`config.mk`:
```
export PLATFORM = sky130hd
export DESIGN_NAME = i_cache_axi_rd_bridge
export DESIGN_NICKNAME = d
export VERILOG_FILES = /design/src/rtl/i_cache_axi_rd_bridge.sv
export SDC_FILE = /design/constraint.sdc
export NUM_CORES = 1
export LEC_CHECK = 0
export ABC_CLOCK_PERIOD_IN_PS = 1600
export BUFFER_PORTS_ARGS = -buffer_cell sky130_fd_sc_hd__buf_2
export CAP_MARGIN = 15
export CELL_PAD_IN_SITES_DETAIL_PLACEMENT = 0
export CELL_PAD_IN_SITES_GLOBAL_PLACEMENT = 1
export CORE_MARGIN = 2
export CORE_UTILIZATION = 31
export CTS_CLUSTER_DIAMETER = 60
export DETAILED_ROUTE_END_ITERATION = 16
export MAX_ROUTING_LAYER = met4
export PLACE_DENSITY = 0.81
export RECOVER_POWER = 25
export SLEW_MARGIN = 20
export SYNTH_ARGS = -nofsm -noshare
export SYNTH_HDL_FRONTEND = slang
export SYNTH_SLANG_ARGS = --single-unit
export TNS_END_PERCENT = 10
```
`constraint.sdc`:
```
create_clock -name clk -period 1.6 [get_ports clk]
set_input_delay 0.32 -clock clk [delete_from_list [all_inputs] [get_ports clk]]
set_output_delay 0.32 -clock clk [all_outputs]
set_load 0.05 [all_outputs]
```
`src/rtl/i_cache_axi_rd_bridge.sv`:
```
// -----------------------------------------------------------------------------
// i_cache_axi_rd_bridge
//   Miss-side refill port of the instruction cache. A level request from the
//   i-cache (cache_read_ena / cache_addr) becomes one single-beat, 8-byte AXI4
//   read. The addressed 32-bit half of the returned 64-bit beat is registered
//   onto cache_or_data and announced with a one-cycle cache_in_ok pulse.
//   Only one transaction is ever outstanding.
//
// Ports
//   clk, rst            : clock, asynchronous active-low reset
//   cache_read_ena      : refill request, held by the cache until after cache_in_ok
//   cache_addr          : instruction byte address of the miss
//   cache_or_data       : fetched instruction word (registered)
//   cache_in_ok         : one-cycle pulse, cache_or_data valid
//   cache_rd_err        : one-cycle pulse alongside cache_in_ok when RRESP != OKAY
//   m_axi_ar*           : AXI4 read-address channel (master side)
//   m_axi_r*            : AXI4 read-data channel (master side)
// -----------------------------------------------------------------------------
module i_cache_axi_rd_bridge #(
    parameter logic [3:0] AXI_ID = 4'd0,
    parameter int         ADDR_W = 64,
    parameter int         DATA_W = 64
) (
    input  logic              clk,
    input  logic              rst,

    input  logic              cache_read_ena,
    input  logic [ADDR_W-1:0] cache_addr,
    output logic [31:0]       cache_or_data,
    output logic              cache_in_ok,
    output logic              cache_rd_err,

    output logic              m_axi_arvalid,
    input  logic              m_axi_arready,
    output logic [ADDR_W-1:0] m_axi_araddr,
    output logic [3:0]        m_axi_arid,
    output logic [7:0]        m_axi_arlen,
    output logic [2:0]        m_axi_arsize,
    output logic [1:0]        m_axi_arburst,

    input  logic              m_axi_rvalid,
    output logic              m_axi_rready,
    input  logic [DATA_W-1:0] m_axi_rdata,
    input  logic [1:0]        m_axi_rresp,
    input  logic              m_axi_rlast
);

    typedef enum logic [2:0] {
        S_IDLE  = 3'd0,
        S_AR    = 3'd1,
        S_R     = 3'd2,
        S_DONE  = 3'd3,
        S_REARM = 3'd4
    } state_t;

    state_t              r_state;
    state_t              w_state_nxt;
    logic [ADDR_W-1:0]   r_addr;
    logic [31:0]         r_data;
    logic                r_err;

    logic                w_capture;
    logic                w_r_hs;
    logic [31:0]         w_word;

    // With arlen=0 every beat is the last one, and the 8-byte aligned
    // address never needs the low two bits of the captured address.
    logic                w_unused;
    assign w_unused = &{1'b0, m_axi_rlast, r_addr[1:0]};

    // ---------------------------------------------------------------------
    // Next-state logic
    // ---------------------------------------------------------------------
    always_comb begin
        w_state_nxt = r_state;
        w_capture   = 1'b0;
        w_r_hs      = 1'b0;
        case (r_state)
            S_IDLE: begin
                if (cache_read_ena) begin
                    w_capture   = 1'b1;
                    w_state_nxt = S_AR;
                end
            end
            S_AR: begin
                if (m_axi_arready) w_state_nxt = S_R;
            end
            S_R: begin
                if (m_axi_rvalid) begin
                    w_r_hs      = 1'b1;
                    w_state_nxt = S_DONE;
                end
            end
            S_DONE: begin
                w_state_nxt = S_REARM;
            end
            S_REARM: begin
                // The cache keeps its request up for a couple of cycles after
                // the ok pulse; waiting for it to drop avoids refilling the
                // same miss twice.
                if (!cache_read_ena) w_state_nxt = S_IDLE;
            end
            default: begin
                w_state_nxt = S_IDLE;
            end
        endcase
    end

    // Half-word select uses the captured address, never the live input.
    assign w_word = r_addr[2] ? m_axi_rdata[63:32] : m_axi_rdata[31:0];

    // ---------------------------------------------------------------------
    // Registers
    // ---------------------------------------------------------------------
    always_ff @(posedge clk or negedge rst) begin
        if (!rst) begin
            r_state <= S_IDLE;
            r_addr  <= '0;
            r_data  <= '0;
            r_err   <= 1'b0;
        end else begin
            r_state <= w_state_nxt;
            if (w_capture) r_addr <= cache_addr;
            if (w_r_hs) begin
                r_data <= w_word;
                r_err  <= (m_axi_rresp != 2'b00);
            end
        end
    end

    // ---------------------------------------------------------------------
    // Outputs: all decoded from registered state, so no AXI input reaches
    // an AXI output combinationally, and arvalid cannot drop before arready.
    // ---------------------------------------------------------------------
    assign m_axi_arvalid = (r_state == S_AR);
    assign m_axi_araddr  = {r_addr[ADDR_W-1:3], 3'b000};
    assign m_axi_arid    = AXI_ID;
    assign m_axi_arlen   = 8'd0;
    assign m_axi_arsize  = 3'b011;
    assign m_axi_arburst = 2'b01;
    assign m_axi_rready  = (r_state == S_R);

    assign cache_or_data = r_data;
    assign cache_in_ok   = (r_state == S_DONE);
    assign cache_rd_err  = (r_state == S_DONE) & r_err;

endmodule

```
### Yosys cells after proc, flatten, opt, wreduce, memory -nomap -nowiden

Index checks and enable logic that the tools add are counted.

* register bits: 100
* latch bits: 0
* bits in writable memories: 0
* bits in read-only memories: 0
* output and inout port bits: 117
* logic and storage cells: 26
* memories kept: 0

* add/sub/neg operators: 0
* multiply operators: 0
* div/mod/pow operators: 0
* order comparisons: 0
* equality and inequality tests: 8
* shift-type cells: 0
* multiplexer cells: 10
* bitwise gates (word level): 1
* reduce and logical (&&, ||, !) cells: 3

Operators with widths (count)
* 32-bit 2-to-1 mux: 1
* 3-bit one-hot mux with 5 select lines: 1
* 3-bit 2-to-1 mux: 4
* 3-bit by 2-bit == test with 1-bit output, second input constant: 2
* 2-bit != test, second input constant: 3
* 1-bit 2-to-1 mux: 4
* 4-bit AND reduction: 1
* 3-bit by 1-bit == test with 1-bit output, second input constant: 1
* 3-bit == test, second input constant: 1
* 3-bit zero test: 1
* 2-bit by 1-bit != test with 1-bit output, second input constant: 1
* 2-bit nonzero test: 1
* 1-bit bitwise AND: 1

### Longest topological paths before layout

* depth after elaboration: 3
* depth in mapped cells: 5
* depth with buffers taken out: 2

### Least setup slack after synthesis

No wires, ideal clock.

* kind: register -> output
* start: register r_state[0]
* end: output m_axi_arvalid
* data arrival time: 1.568 ns
* setup slack: -0.288 ns
* stages on the path, launching flop included: 4
* path through: dfrtp_1 > buf_6 > inv_1 > nor3_1

* cells in the longest elaborated chain, start to end: 1

Ends and longest elaborated chain
* start, declared: RTL line 56 `state_t r_state;`
* start signal, assigned: RTL line 122 `r_state <= w_state_nxt;`
* 3-bit by 1-bit == test with 1-bit output: RTL line 135 `assign m_axi_arvalid = (r_state == S_AR);`
* end, declared: RTL line 33 `output logic m_axi_arvalid,`

No other way between the ends.

### Worst setup path after layout

* start: register r_state[0]
* end: register r_addr[40]

* cells in the longest elaborated chain, start to end: 2

Ends and longest elaborated chain
* 3-bit zero test: RTL line 78 `case (r_state)`
* 1-bit 2-to-1 mux: RTL line 78
* end signal, assigned: RTL line 123 `if (w_capture) r_addr <= cache_addr;`
* end, declared: RTL line 58 `logic [ADDR_W-1:0] r_addr;`

No other way between the ends.
A chain may end at the register's enable or synchronous reset.

==> flow_summary.toml <==
[synth]
synth-compound-area-share_pct = 0.601
syn_avg_cell_area_um2 = 14.0
ys_types = 24
synth_top_family_by_area = "multiplexers"
ys_seq_area_share_pct = 51.2
ys_warn_count = 0
synth_cells = 342
synth_xor_xnor_area_share_pct = 0
yosys.area.top_type = "dfrtp_1"
ys_ff_latch = 98
synth_mux_area_share_pct = 30.6
yosys.area_share.simple_pct = 1.93
yosys.area.top_type_share_pct = 51.2
synth-adder-area-share_pct = 0
synth.cell_area_um2 = 4790
ys_top_cells_by_area = "dfrtp_1 (51%), mux2_2 (27%), buf_4 (13%)"

[route]
drt_wl_total_um = 10300
vias = 3096
drt_iter0_drc = 63
wire_per_inst_um = 14.4
ant_nets = 0
viasPerCell = 4.30
firstDrtPassIters = 4
drc = 0

[sta]
maxSlewViolCount = 0
period_share_pct = 107
worst_pin_slew_ps = 1300
timing.final.ws_setup_ps = -106
timing_hold_violations_final = 0
clock_skew_ps = 11.1
setup_violations = 64
rsz0062_at_grt = "yes"
slew_headroom_pct = 13.2
max_freq_ghz = 0.586
period_minus_slack_ps = 1710
setup_tns_ps = -4350

[clocking]
cts-root-buf = "clkbuf_16"
worstSkewPairLatency_ps = 340
clockBufferDepth = 2
cts_tree = "built"
cts.sink_count = 98
cts.htree.levels = 3
clkSlewWorstSetupHoldPaths_ps = 70
cts_buffers = 9

[worst_setup_path]
r2r-end = "r_addr[40]"
cp_slowest_stage_delay_ps = 400
regToRegStartpoint = "r_state[0]"
path_cells = "buf_6 -> nor4b_4 -> buf_4 -> clkbuf_16 -> mux2_2"
crit_slowest_cell = "dfrtp_1"
critPathLaunchType = "flop"
crit_required_ps = 1830
cp-end-kind = "flop"
r2r_slack_ps = -110
path_class = "flop to flop"
worstPathMaxFanout = 6
ff2ff_path_depth = 5
critPathArrivalTime_ps = 1940

[finish]
drive_above_1_share_pct = 76.1
syn2layout_area_growth_pct = 32.6
final_util_pct = 41.9
fin_area_um2 = 6350
design.final.nets = 663

[die]
ios = 253
dieArea_um2 = 16400
num_rows = 45
initial_core_util_pct = 31.6
die_width_um = 128
fp.coreArea_um2 = 15100
die_h_um = 128

[hold_path]
holdPathStages = 2
hold_path.class = "input pin to flop"
min_from = "cache_addr[41]"
hold-path-endpoint = "r_addr[41]"

[status]
violations = "setup timing"
status = "complete, but fails checks"

[flow_run]
cap_violations = 0

[global_route]
grt_pass1_vias = 3180
grt_start_max_net_pins = 99
grt_util_all_layers_pct = 12.5
antenna_found_initial = 1
grt_first_pass_wirelength_um = 15500
grt_overflow = 0

[placement]
placed_area_um2 = 5680
port_buffers = 229
hpwlAfterDp_um = 7320
place.gp.congestion = 0.755
cells by family (layout without fill, tap and decap cells):
logic type,Yosys count,count (layout)
other,2,21
AO/OA/AOI/OAI,4,4
multiplexers,127,127
AND/OR/NAND/NOR,11,11
flip-flops,98,98
buffers and inverters,100,271
critical path, delay by kind of cell (launching register included):
kind	cells	cell delay [ps]
AND/OR/NAND/NOR	1	300
multiplexers	1	320
flip-flops	1	400
buffers and inverters	3	570
synth_stat cells:
cell type  number
nor2b_1         1
a31o_2          1
inv_1           3
mux2_4         10
and4bb_2        1
mux2i_1         1
dfrtp_1        98
nor4b_4         1
o311a_1         1
conb_1          2
clkbuf_1        4
buf_4          81
buf_6           7
and3_1          1
o21ai_0         1
nand3b_1        1
and3b_1         1
nor2_1          1
and2_1          2
mux2_2        116
nand2b_1        1
a21oi_1         1
buf_2           5
nor3_1          1
stage by stage:
stage	setup slack [ps]	cells	hold slack, ps
finish	-106	720	205
global route	-151	720	183
CTS	-97.8	718	33.3
detailed placement	-72.5	693	416
global placement	-44.9	693	415
floorplan	-71.3	360	24.4
how the worst max path moves through the flow:
| stage | startpoint | endpoint | slack [ps] | depth (start not counted) |
|---|---|---|---|---|
| after detailed placement | r_state[2] | r_addr[32] | -70 | 4 |
| after global placement | r_state[2] | r_addr[10] | -40 | 4 |
| after global routing | r_state[0] | r_addr[2] | -150 | 5 |
| after floorplan | r_state[0] | r_addr[49] | -70 | 4 |
| final | r_state[0] | r_addr[40] | -110 | 5 |
| after CTS | r_state[0] | cache_rd_err | -100 | 4 |
placed cells by master, fill, tap and decap left out, types with 2 or more instances in the layout:
master / synthesis / routed
buf_6: 7 / 9
clkinvlp_4: 0 / 2
mux2_2: 116 / 82
clkbuf_16: 0 / 12
buf_12: 0 / 6
buf_4: 81 / 4
clkinv_2: 0 / 2
buf_16: 0 / 2
buf_8: 0 / 3
mux2_4: 10 / 44
conb_1: 2 / 20
dfrtp_1: 98 / 97
clkbuf_4: 0 / 2
buf_2: 5 / 224
sequential cells by signal (all words and copies together) (netlist names):
name and cells:
cache_or_data 32, r_err 1, r_addr 62, r_state 3
metal layers:
metal / up-vias / share of wire (%) / global-route usage (%)
li1: 1434 / - / -
met2: 149 / 52 / 21.2
met3: 13 / 7.5 / 4.13
met5: - / 0 / -
met1: 1500 / 40 / 13.6
met4: 0 / 1.3 / 4.46
layout make-up:
type,count,area [um^2]
Fill cell,1404,8800
Clock inverter,6,42.5
Clock buffer,9,225
Sequential cell,98,2450
Antenna cell,1,2.50
Tap cell,188,235
Timing Repair Buffer,253,1560
Multi-Input combinational cell,162,1810
Inverter,3,13.8
repair_timing:
| action | 4_1_cts | 5_1_grt |
|---|---|---|
| buffers inserted | 8 | 0 |
| pin swaps | 2 | 2 |
| resized for setup | 50 | 14 |
| hold buffers | 0 | 0 |
| endpoints found under the setup margin | 62 | 69 |
| cloned | 2 | 3 |
Power is left out: the tool's default activity adds up to more than one toggle a clock period on the data nets, which glitch-free logic cannot reach.
